[config.mk]
export PLATFORM = sky130hd
export DESIGN_NAME = ice40_hfosc_div
export DESIGN_NICKNAME = d
export VERILOG_FILES = /design/src/rtl/ice40_clkgen_pkg.sv /design/src/rtl/ice40_hfosc_div.sv
export SDC_FILE = /design/constraint.sdc
export NUM_CORES = 1
export LEC_CHECK = 0
export CAP_MARGIN = 20
export CORE_MARGIN = 10
export CORE_UTILIZATION = 48
export DETAILED_ROUTE_END_ITERATION = 12
export GPL_ROUTABILITY_DRIVEN = 0
export GPL_TIMING_DRIVEN = 0
export PLACE_DENSITY_LB_ADDON = 0.3
export SLEW_MARGIN = 15
export SYNTH_ARGS = -nofsm -noshare
export SYNTH_HDL_FRONTEND = slang
export SYNTH_SLANG_ARGS = --single-unit
[constraint.sdc]
create_clock -name clk_i -period 1.81 [get_ports clk_i]
set_clock_uncertainty 0.15 [all_clocks]
set_input_delay 0.181 -clock clk_i [delete_from_list [all_inputs] [get_ports clk_i]]
set_output_delay 0.181 -clock clk_i [all_outputs]
set_load 0.02 [all_outputs]
[src/rtl/ice40_clkgen_pkg.sv]
// ============================================================================
// Module      : ice40_clkgen_pkg
// Description : Shared constants, types and helpers for the iCE40 clock-chain
//               model (HFOSC divider + PLL40-style NCO).
// Revision    : 1.0 - initial release
// ============================================================================
`default_nettype none

package ice40_clkgen_pkg;

    localparam int ACC_W            = 15;
    localparam int CLKHF_DIV_MAX    = 3;
    localparam int DIVR_MAX         = 15;
    localparam int DIVF_MAX         = 127;
    localparam int DIVQ_MAX         = 7;
    localparam int PU_CYCLES_MAX    = 255;
    localparam int LOCK_TOGGLES_MAX = 255;

    typedef logic [ACC_W-1:0] acc_t;

    // Effective NCO denominator: reference divider times 2^post-divider.
    function automatic int nco_den(input int divr, input int divq);
        return (divr + 1) << divq;
    endfunction

    // Bits needed to hold any value in 0..maxval.
    function automatic int cnt_width(input int maxval);
        int w;
        w = 1;
        while ((1 << w) <= maxval) w++;
        return w;
    endfunction

endpackage

`default_nettype wire

[src/rtl/ice40_hfosc_div.sv]
// ============================================================================
// Module      : ice40_hfosc_div
// Description : Oscillator power-up counter and 2^(CLKHF_DIV+1) divider;
//               emits a one-cycle strobe on each CLKHF toggle.
// Revision    : 1.0 - initial release
// ============================================================================
`default_nettype none

module ice40_hfosc_div
    import ice40_clkgen_pkg::*;
#(
    parameter int CLKHF_DIV = 2,
    parameter int PU_CYCLES = 4
) (
    input  logic clk_i,
    input  logic rst_ni,
    input  logic pu_i,
    input  logic en_i,
    output logic strobe_o,
    output logic clkhf_o
);

    localparam int PU_W  = cnt_width(PU_CYCLES_MAX);
    localparam int DIV_W = cnt_width((1 << CLKHF_DIV_MAX) - 1);
    localparam logic [PU_W-1:0]  PU_TC  = PU_W'(PU_CYCLES);
    localparam logic [DIV_W-1:0] DIV_TC = DIV_W'((1 << CLKHF_DIV) - 1);

    logic [PU_W-1:0]  pu_cnt_q, pu_cnt_d;
    logic             pu_done_q, pu_done_d;
    logic [DIV_W-1:0] div_cnt_q, div_cnt_d;
    logic             clkhf_q, clkhf_d;
    logic             run;
    logic             term;

    always_comb begin
        run       = pu_i & pu_done_q & en_i;
        term      = run & (div_cnt_q == DIV_TC);
        pu_cnt_d  = pu_cnt_q;
        pu_done_d = pu_done_q;
        div_cnt_d = div_cnt_q;
        clkhf_d   = clkhf_q;
        if (!pu_i) begin
            pu_cnt_d  = '0;
            pu_done_d = 1'b0;
            div_cnt_d = '0;
            clkhf_d   = 1'b0;
        end else begin
            if (pu_cnt_q != PU_TC) pu_cnt_d = pu_cnt_q + 1'b1;
            pu_done_d = (pu_cnt_d == PU_TC);
            if (run)  div_cnt_d = term ? '0 : div_cnt_q + 1'b1;
            if (term) clkhf_d   = ~clkhf_q;
        end
    end

    always_ff @(posedge clk_i or negedge rst_ni) begin
        if (!rst_ni) begin
            pu_cnt_q  <= '0;
            pu_done_q <= 1'b0;
            div_cnt_q <= '0;
            clkhf_q   <= 1'b0;
        end else begin
            pu_cnt_q  <= pu_cnt_d;
            pu_done_q <= pu_done_d;
            div_cnt_q <= div_cnt_d;
            clkhf_q   <= clkhf_d;
        end
    end

    assign strobe_o = term;
    assign clkhf_o  = clkhf_q;

endmodule

`default_nettype wire

==> metrics.md <==
| Metric | Value |
|---|---|
| Maximum clock frequency | `between 0.5 and 0.6 GHz` |
| Post-Syn Area per Cell | `between 9 and 10 um2` |
| # IOs | `6` |
| Max FO, Critical Path | `5` |
| Sequential area share after synthesis | `a little under half` |
| Post-synth EDFFs | `0` |
| Required @ worst endpoint | `roughly 1.8 ns` |
| Area of the multi-input gates | `a little over 400 um2` |
| Via-to-Cell Ratio | `about 5.5` |
| Drt first-iter violations | `4` |
| Asr flop ratio synth | `100%` |
| Slew Viols, Final | `0` |
| Pin count of the biggest net entering global routing | `14` |
| CP arrival | `about 1.9 ns` |
| Reg clk slew, reported paths | `about 0.070 ns` |
| Run status | `finished with violations` |
| Most used flip-flop cell after synthesis | `dfrtp_1` |
| Worst Reg-to-Reg Cells | `6` |
| Period utilization | `104%` |
| Slew margin rel. | `62.3%` |
| Static leakage | `0.369 nW` |
| Die Y | `about 58 um` |
| Grt total ovfl | `0` |
| IO Port Bufs | `5` |
| Max-cap violation count | `0` |
| Max incr delay on CP | `0.44 ns` |
| GRT Total Usage | `8.88%` |
| Syn Inst Count | `72` |
| Site row count | `13` |
| Avg WL per Cell | `approximately 14 um` |
| Final worst setup slack | `-0.0655 ns` |
| CTS Sinks | `13` |
| R2R Path End | `pu_done_q$_DFF_PN0_` |
| DRC | `0` |
| Final net count | `93` |
| Vias in the first global route | `between 500 and 600` |
| Crit-path cells | `ha_4, or3b_4, a21oi_2, o2bb2ai_2, a41oi_2, nor4b_2` |
| P per Cell Area | `approximately 750 mW/mm2` |
| Critical R2R Launch | `pu_cnt_q[1]$_DFF_PN0_` |
| ANT nets after route | `0` |
| Starting Density | `a little over half` |
| Via count | `roughly 550` |
| Core area | `about 0.0014 mm2` |
| Share of cells above drive strength 1 | `roughly a quarter` |
| CP delay by family, top | `simple AND/OR/NAND/NOR gates` |
| Mapped Area | `706 um2` |
| Post-synthesis net count | `79` |
| Layout area overhead | `23.6%` |
| Initial antenna violation count | `0` |
| # setup viols final | `1` |
| Routed wire length | `1360 um` |
| Worst VDD drop | `between 0.0004 and 0.0005 V` |
| Yosys warns | `0` |
| Critical path endpoint category | `flop` |
| Pre-antenna DRT Iters | `4` |
| Synth cell types | `29` |
| CTS Hold Bufs | `0` |
| Count of buffer and inverter cells on the critical path | `0` |
| Root buffer cell | `clkbuf_4` |
| Worst-margin pin slew | `around 0.56 ns` |
| TritonCTS clock tree | `done` |
| Leading area contributor after synthesis | `dfrtp_1` |
| CP Launch Type | `flop` |
| Die area | `0.00340 mm2` |
| Failing checks | `setup timing` |
| HPWL Detailed | `979 um` |
| Final core occ | `64.6%` |
| H-tree depth | `1` |
| FF+latch count, synth | `13` |
| FF/Latch Area | `328 um2` |
| Clock Latency Late Sink | `between 0.2 and 0.3 ns` |
| Top post-synthesis cells by area | `dfrtp_1 46%, ha_1 5.3%, nand2_1 4.8%` |
| Fillers | `about 110` |
| Clock buffer depth | `2` |
| Antenna cells | `0` |
| Final hold violation count | `0` |
| CTS Buf Count | `3` |
| RSZ-0062 raised after global routing | `yes` |
| Count leader, synth | `dfrtp_1` |
| R2R setup slack | `-0.07 ns` |
| Period minus WS final | `about 1.9 ns` |
| Synth cell count leaders | `13 x dfrtp_1, 9 x nand2_1, 6 x nand3_1, 6 x nor2_1` |
| Share of the synthesized area in the top cell type | `46.1%` |
| First-pass GRT wire length | `roughly 2400 um` |
| Die X | `58.3 um` |
| Setup Total Neg Slack | `-0.0655 ns` |
| WS Path Type | `reg2reg` |
| Critical path's slowest cell | `dfrtp_2` |
| Min-Delay Path Class | `in2async` |
## registers in the layout (all words and copies together), names as in the netlist
name       count
clkhf_o        1
div_cnt_q      3
pu_cnt_q       8
pu_done_q      1
## timing repair
item	CTS	global route
pin swaps	1	4
hold endpoints to repair	0	0
setup endpoints to repair	2	3
resized for setup	6	6
buffers inserted	3	1
## through the flow
step                      setup WS (ns)  area (um2)  hold slack [ns]  std cells  total power (W)
after CTS                       -0.0375         845            0.131         99         0.000647
after global routing             -0.185         872            0.143        100         0.000707
after floorplan                 0.00422         713           -0.265         72         0.000420
final                           -0.0655         872            0.118        100         0.000658
after global placement           -0.255         782            0.371         92         0.000450
after detailed placement         -0.284         782            0.378         92         0.000454
## how the worst max path moves through the flow
stage,startpoint,to,slack (ns),cells past startpoint
final,pu_cnt_q[1]$_DFF_PN0_,pu_done_q$_DFF_PN0_,-0.07,6
after global routing,pu_cnt_q[1]$_DFF_PN0_,pu_done_q$_DFF_PN0_,-0.18,6
after CTS,pu_cnt_q[1]$_DFF_PN0_,pu_done_q$_DFF_PN0_,-0.04,6
after detailed placement,en_i,strobe_o,-0.28,4
after global placement,en_i,strobe_o,-0.26,4
after floorplan,pu_cnt_q[0]$_DFF_PN0_,pu_done_q$_DFF_PN0_,0.004,6
## cell usage in the layout, fill, tap and decap left out, drive strengths merged, types with 2 or more instances in the layout
master	n
nand2	9
nand2b	2
ha	3
dfrtp	13
xor2	3
and2	2
clkdlybuf4s50	4
nor2	6
a21oi	2
a21boi	3
nand3	6
buf	6
clkbuf	5
xnor2	3
inv	2
nor3	2
## final cells by class
cell class	count	area share, %
plain buffers	2	1.29
clock buffers	4	3.01
inverters	2	0.861
multi-input cells	55	46.5
flip-flops and latches	13	37.6
well taps	15	2.15
repair buffers	9	8.61
## kinds of logic (layout without fill, tap and decap cells)
family                     Yosys count  after routing  share of synthesized area, %
AOI/OAI and AO/OA                    9              9                          9.22
xor gates and xnor gates             6              6                          7.45
DFF                                 13             13                          46.1
adders and majority gates            3              3                          5.32
muxes                                1              1                          1.60
and+or+nand+nor                     36             36                          27.7
buffers and inverters                4             17                          2.66
## routing by layer
layer  global-route usage [%]  share of wire [%]  vias to the layer above
li1                         -                  -                      278
met1                     9.63                 45                      267
met2                     14.3                 49                        6
met3                     4.72                4.6                        2
met4                     3.36               0.96                        0
met5                        0                  0                        -
## report_power, final
group          switching (W)  internal [W]
Sequential         0.0000146      0.000309
Clock              0.0000842     0.0000854
Combinational      0.0000831     0.0000820
Power figures use the tool's default switching activity.
